$ cat src/rtl/avg_pkg.sv
// Shared definitions for the lag averager: mode encoding and the rounded
// right-shift used by both averaging paths.
package avg_pkg;

    localparam logic MODE_PAIR = 1'b0;
    localparam logic MODE_WIN  = 1'b1;

    // Adds half an LSB of the shifted result before shifting when round_en is set.
    function automatic logic [31:0] round_shift(input logic [31:0] value,
                                                input int unsigned shift,
                                                input logic        round_en);
        logic [31:0] bias;
        bias = (round_en && shift > 0) ? (32'd1 << (shift - 1)) : 32'd0;
        return (value + bias) >> shift;
    endfunction

endpackage

$ cat src/rtl/lag_buffer.sv
// LAG-deep circular delay line. old_data is the entry about to be
// overwritten, i.e. the sample accepted LAG writes ago (zero after clear).
module lag_buffer #(
    parameter int WIDTH   = 8,
    parameter int LOG_LAG = 3
) (
    input  logic             clk,
    input  logic             reset,
    input  logic             clr,
    input  logic             wr_en,
    input  logic [WIDTH-1:0] wr_data,
    output logic [WIDTH-1:0] old_data
);

    localparam int LAG = 1 << LOG_LAG;

    logic [LOG_LAG-1:0] wr_ptr;
    logic [WIDTH-1:0]   mem [LAG];

    // LAG is a power of two, so the pointer wraps from LAG-1 to 0 on its own.
    always_ff @(posedge clk or negedge reset) begin
        if (!reset) begin
            wr_ptr <= '0;
            for (int i = 0; i < LAG; i++) mem[i] <= '0;
        end else if (clr) begin
            wr_ptr <= '0;
            for (int i = 0; i < LAG; i++) mem[i] <= '0;
        end else if (wr_en) begin
            mem[wr_ptr] <= wr_data;
            wr_ptr      <= wr_ptr + 1'b1;
        end
    end

    assign old_data = mem[wr_ptr];

endmodule

$ cat src/rtl/lag_averager.sv
// Streaming averager: pair mode averages x[n] with x[n-LAG], window mode
// outputs the running mean of the last LAG samples.
module lag_averager
    import avg_pkg::*;
#(
    parameter int WIDTH   = 8,
    parameter int LOG_LAG = 3,
    parameter int ROUND   = 1
) (
    input  logic             clk,
    input  logic             reset,
    input  logic             flush,
    input  logic             mode,
    input  logic             in_valid,
    output logic             in_ready,
    input  logic [WIDTH-1:0] in_data,
    output logic             out_valid,
    input  logic             out_ready,
    output logic [WIDTH-1:0] out_data
);

    localparam int                 LAG       = 1 << LOG_LAG;
    localparam int                 SW        = WIDTH + LOG_LAG;
    localparam logic [LOG_LAG:0]   FILL_FULL = (LOG_LAG + 1)'(LAG);

    logic             mode_q;
    logic [LOG_LAG:0] fill;
    logic [SW-1:0]    sum_q;
    logic [SW-1:0]    sum_new;
    logic [WIDTH-1:0] old_data;
    logic [WIDTH:0]   pair_sum;
    logic [WIDTH-1:0] pair_res;
    logic [WIDTH-1:0] win_res;
    logic             accept;
    logic             produce;

    // Handshake: a transfer happens on an edge where valid && ready. The
    // producer holds valid/data until the transfer; ready never depends on
    // valid of the same port. flush forces in_ready low so flush wins.
    assign in_ready = !flush && (!out_valid || out_ready);
    assign accept   = in_valid && in_ready;
    assign produce  = accept && (fill == FILL_FULL);

    lag_buffer #(
        .WIDTH   (WIDTH),
        .LOG_LAG (LOG_LAG)
    ) u_buffer (
        .clk      (clk),
        .reset    (reset),
        .clr      (flush),
        .wr_en    (accept),
        .wr_data  (in_data),
        .old_data (old_data)
    );

    assign pair_sum = {1'b0, in_data} + {1'b0, old_data};
    // sum_q always contains old_data, so the subtraction cannot underflow.
    assign sum_new  = sum_q + SW'(in_data) - SW'(old_data);
    assign pair_res = WIDTH'(round_shift(32'(pair_sum), 1, ROUND != 0));
    assign win_res  = WIDTH'(round_shift(32'(sum_new), LOG_LAG, ROUND != 0));

    // Mode is captured on every clock while reset is held, and on flush edges.
    always_ff @(posedge clk) begin
        if (!reset || flush) mode_q <= mode;
    end

    always_ff @(posedge clk or negedge reset) begin
        if (!reset) begin
            fill  <= '0;
            sum_q <= '0;
        end else if (flush) begin
            fill  <= '0;
            sum_q <= '0;
        end else if (accept) begin
            sum_q <= sum_new;
            if (fill != FILL_FULL) fill <= fill + 1'b1;
        end
    end

    always_ff @(posedge clk or negedge reset) begin
        if (!reset) begin
            out_valid <= 1'b0;
            out_data  <= '0;
        end else if (flush) begin
            out_valid <= 1'b0;
        end else if (produce) begin
            out_valid <= 1'b1;
            out_data  <= (mode_q == MODE_WIN) ? win_res : pair_res;
        end else if (out_ready) begin
            out_valid <= 1'b0;
        end
    end

endmodule
$ cat config.mk
export PLATFORM = sky130hd
export DESIGN_NAME = lag_averager
export DESIGN_NICKNAME = d
export VERILOG_FILES = /design/src/rtl/avg_pkg.sv /design/src/rtl/lag_buffer.sv /design/src/rtl/lag_averager.sv
export SDC_FILE = /design/constraint.sdc
export NUM_CORES = 1
export LEC_CHECK = 0
export BUFFER_PORTS_ARGS = -buffer_cell sky130_fd_sc_hd__buf_4
export CORE_MARGIN = 2
export CORE_UTILIZATION = 67
export CTS_CLUSTER_SIZE = 10
export DETAILED_ROUTE_END_ITERATION = 16
export PLACE_DENSITY = 0.86
export REMOVE_ABC_BUFFERS = 1
export SYNTH_ARGS = -nofsm -noshare
export SYNTH_HDL_FRONTEND = slang
export SYNTH_HIERARCHICAL = 1
export SYNTH_SLANG_ARGS = --single-unit
$ cat constraint.sdc
create_clock -name clk -period 7.6 [get_ports clk]
set_input_delay 1.14 -clock clk [delete_from_list [all_inputs] [get_ports clk]]
set_output_delay 1.14 -clock clk [all_outputs]
set_load 0.01 [all_outputs]
==> flow_summary.yaml <==
worst_setup_path:
  cp_data_arrival_time_ns: 4.74
  path_class: "reg2reg"
  cp-startpoint: "u_buffer/wr_ptr[1]"
  worst-r2r-cell-count: 15
  r2r_start: "u_buffer/wr_ptr[1]"
  setup.reg_to_reg.worst_slack_ns: 3.11
  worstSetupStartpointType: "register"
  setup.worst_path.end: "out_data[7]"
  end_kind: "register"
  reg2reg_to: "out_data[7]"
  critical_path_required_ns: 7.86
  crit_fanout: 32
sta:
  slew-limit-headroom_pct: 24.25
  final-setup-viol-count: 0
  timing.final.hold_violations: 0
  fmaxAchievable_mhz: 223.0
  slew_violations: 0
  finalWorstPathRequiredPeriod_ns: 4.485
  min_period_over_period_pct: 59.02
  final.hold.worst_slack_ns: 0.4987
  clock-skew-final_ns: 0.008978
  timing_worst_slew_pin_value_ns: 1.136
  fin_tns_setup_ns: 0
  rsz_0062_raised_after_global_routing: "no"
flow_run:
  maxCapViolCount: 0
hold_path:
  whs_path_depth: 2
  hold_path.class: "reg2reg"
logic_synthesis:
  synth_flop_cell: "sky130_fd_sc_hd__dfrtp_1"
  ys_seq_elements: 92
  synth_fa_ha_area_share_pct: 9.347
  synth_xor_xnor_area_share_pct: 4.372
  synth_simple_gate_area_share_pct: 17.10
  synth_area_mm2: 0.005809
  synth-edff-count: 1
  syn_inst: 616
  synth_top_family_by_area: "simple AND/OR/NAND/NOR gates"
  synthMuxAreaShare_pct: 10.86
  asyncSetResetFlopFracSynth_pct: 98.91
  avgSynthCellArea_um2: 9.431
  synthDistinctLibCells: 64
  synth_sequential_area_ratio_pct: 39.72
  synth_compound_gate_area_share_pct: 11.93
  synth-warning-count: 6
global_routing:
  grt_antenna_before_repair: 0
  via_count_of_the_first_global_routing_pass: 4565
  grt_start_max_net_pins: 85
  track_usage_pct: 29.52
  grt_pass1_wl_um: 22370
  grt_overflow: 0
route:
  drtAntennaViolNets: 0
  drt-pass1-iter-count: 5
  totalWireLength_um: 13060
  drt_iter0_markers: 378
  drc: 0
  routed-via-count: 4439
  routed_wire_length_per_instance_um: 18.01
  routed_via_density: 6.123
finish:
  area.growth.synth_to_final_pct: 5.944
  n_antenna_cell: 0
  drive_gt1_share_pct: 12.74
  finish.net_count: 668
  stdcell_count: 725
  layout.cell_area.non_filler_mm2: 0.006155
cts:
  clock_insertion_delay_worst_skew_ns: 0.37
  cts_root_buf: "sky130_fd_sc_hd__clkbuf_8"
  cts.htree.levels: 3
  cts_num_sinks: 92
  tritoncts: "yes"
  clk_pin_slew_ns: 0.10
  tritoncts.num_buffers: 9
  cts_repair_resize_count: 0
  postCtsSetupBuffers: 0
  clock_path_buffers: 2
  cts_hold_repair.buffers: 0
floorplan:
  floorplan.initialDensity_pct: 70.00
  die_w_um: 97.12
  floorplan.rows: 33
  num_io_pins: 24
  placeable_core_region_mm2: 0.008299
  die_h_um: 97.12
  die_footprint_mm2: 0.009431
pwr:
  leakagePower_nw: 2.688
  pwr_density_cell_mw_per_mm2: 255.1
  vdd_ir_drop_max_mv: 0.1352
status:
  run_status: "completed"
placed_design:
  globalplace.congestion: 0.9605
  postPlaceCellArea_mm2: 0.005958
  dp.cells: 710
  hpwl_detailed_um: 9040
  placement.io_buffers: 23
==> placed cells by master, fill, tap and decap left out, types with 4 or more instances in the layout <==
master,count
sky130_fd_sc_hd__fa_1,9
sky130_fd_sc_hd__dfrtp_1,91
sky130_fd_sc_hd__buf_4,27
sky130_fd_sc_hd__mux2i_1,27
sky130_fd_sc_hd__o21ai_0,17
sky130_fd_sc_hd__o31ai_1,6
sky130_fd_sc_hd__inv_1,53
sky130_fd_sc_hd__o211ai_1,5
sky130_fd_sc_hd__clkbuf_8,9
sky130_fd_sc_hd__ha_1,29
sky130_fd_sc_hd__nand3_1,7
sky130_fd_sc_hd__nand2_1,118
sky130_fd_sc_hd__nor2_1,47
sky130_fd_sc_hd__xor2_1,10
sky130_fd_sc_hd__a21oi_1,52
sky130_fd_sc_hd__xnor2_1,14
sky130_fd_sc_hd__or3_1,5
sky130_fd_sc_hd__a22oi_1,4
sky130_fd_sc_hd__mux2_2,4
sky130_fd_sc_hd__mux4_2,14
==> where the power goes <==
part	internal (mW)	switching [mW]
combinational	0.276	0.422
sequential	0.515	0.0156
clock	0.154	0.188
==> cells in the mapped netlist, types with 4 or more instances <==
cell | number | area [µm²]
sky130_fd_sc_hd__o211ai_1 | 5 | 37.54
sky130_fd_sc_hd__nand2_1 | 118 | 442.9
sky130_fd_sc_hd__xnor2_1 | 14 | 122.6
sky130_fd_sc_hd__mux2_2 | 4 | 45.04
sky130_fd_sc_hd__fa_1 | 9 | 180.2
sky130_fd_sc_hd__a22oi_1 | 4 | 30.03
sky130_fd_sc_hd__buf_2 | 4 | 20.02
sky130_fd_sc_hd__o31ai_1 | 6 | 45.04
sky130_fd_sc_hd__a21oi_1 | 52 | 260.3
sky130_fd_sc_hd__buf_4 | 6 | 45.04
sky130_fd_sc_hd__ha_1 | 29 | 362.9
sky130_fd_sc_hd__buf_1 | 5 | 18.77
sky130_fd_sc_hd__or3_1 | 5 | 31.28
sky130_fd_sc_hd__nand3_1 | 7 | 35.03
sky130_fd_sc_hd__clkbuf_1 | 21 | 78.83
sky130_fd_sc_hd__mux2i_1 | 27 | 270.3
sky130_fd_sc_hd__xor2_1 | 10 | 87.58
sky130_fd_sc_hd__nor2_1 | 47 | 176.4
sky130_fd_sc_hd__mux4_2 | 14 | 315.3
sky130_fd_sc_hd__o21ai_0 | 17 | 85.08
sky130_fd_sc_hd__dfrtp_1 | 91 | 2277
sky130_fd_sc_hd__inv_1 | 53 | 198.9
==> worst max-delay path, stage by stage (launching register included) <==
cell,delay (ns)
sky130_fd_sc_hd__dfrtp_1,1.11
sky130_fd_sc_hd__mux4_2,0.43
sky130_fd_sc_hd__nand2_1,0.10
sky130_fd_sc_hd__nand2_1,0.12
sky130_fd_sc_hd__ha_1,0.29
sky130_fd_sc_hd__inv_1,0.06
sky130_fd_sc_hd__ha_1,0.20
sky130_fd_sc_hd__inv_1,0.07
sky130_fd_sc_hd__fa_1,0.43
sky130_fd_sc_hd__nand2b_2,0.24
sky130_fd_sc_hd__a21oi_2,0.14
sky130_fd_sc_hd__xor2_1,0.44
sky130_fd_sc_hd__nand4b_4,0.16
sky130_fd_sc_hd__nor4_2,0.35
sky130_fd_sc_hd__xnor2_1,0.16
sky130_fd_sc_hd__o21ai_1,0.07
==> cell families (layout without fill, tap and decap cells) <==
| kind of cell | count (synthesis) | in the layout |
|---|---|---|
| buf+inv | 92 | 96 |
| mux | 45 | 45 |
| flops | 92 | 92 |
| fa+ha+maj | 38 | 38 |
| simple gates | 212 | 212 |
| compound gates | 111 | 111 |
| xor+xnor | 26 | 26 |
==> routing by layer <==
| layer | global-route usage [%] | part of all wire, % | wire [µm] | vias to the layer above |
|---|---|---|---|---|
| met1 | 39.85 | 43 | 5622 | 2200 |
| met5 | 0 | 0 | 0 | - |
| met4 | 11.05 | 1.9 | 245 | 0 |
| li1 | - | - | - | 2065 |
| met2 | 49.68 | 50 | 6585 | 150 |
| met3 | 3.237 | 4.6 | 607 | 24 |
==> through the flow <==
stage | power (mW) | setup WS (ns) | util, %
floorplan | 1.069 | 3.220 | -
global placement | 1.209 | 3.458 | 71.79
detailed placement | 1.225 | 3.218 | 71.79
CTS | 1.569 | 3.222 | 74.16
global route | 1.662 | 2.928 | 74.16
finish | 1.570 | 3.115 | 74.16
==> worst min-delay path by stage <==
stage / from / endpoint
global route: out_data[1] / out_data[1]
CTS: out_data[1] / out_data[1]
global placement: out_data[2] / out_data[2]
floorplan: u_buffer/mem[25] / u_buffer/mem[25]
finish: out_data[1] / out_data[1]
detailed placement: out_data[1] / out_data[1]
==> state kept, by name (all words and copies together), names as in the netlist <==
name             flops
u_buffer/wr_ptr      3
u_buffer/mem        64
mode_q               1
out_valid            1
sum_q               11
fill                 4
out_data             8
==> final cells by class <==
cell class | count | area [µm²]
well taps | 105 | 131.4
flip-flops and latches | 92 | 2307
repair buffers | 27 | 202.7
fillers | 579 | 2145
multi-input cells | 432 | 3114
clock inverters | 6 | 72.57
inverters | 54 | 202.7
clock buffers | 9 | 123.9
No activity file was read; power rests on OpenSTA's default activity.
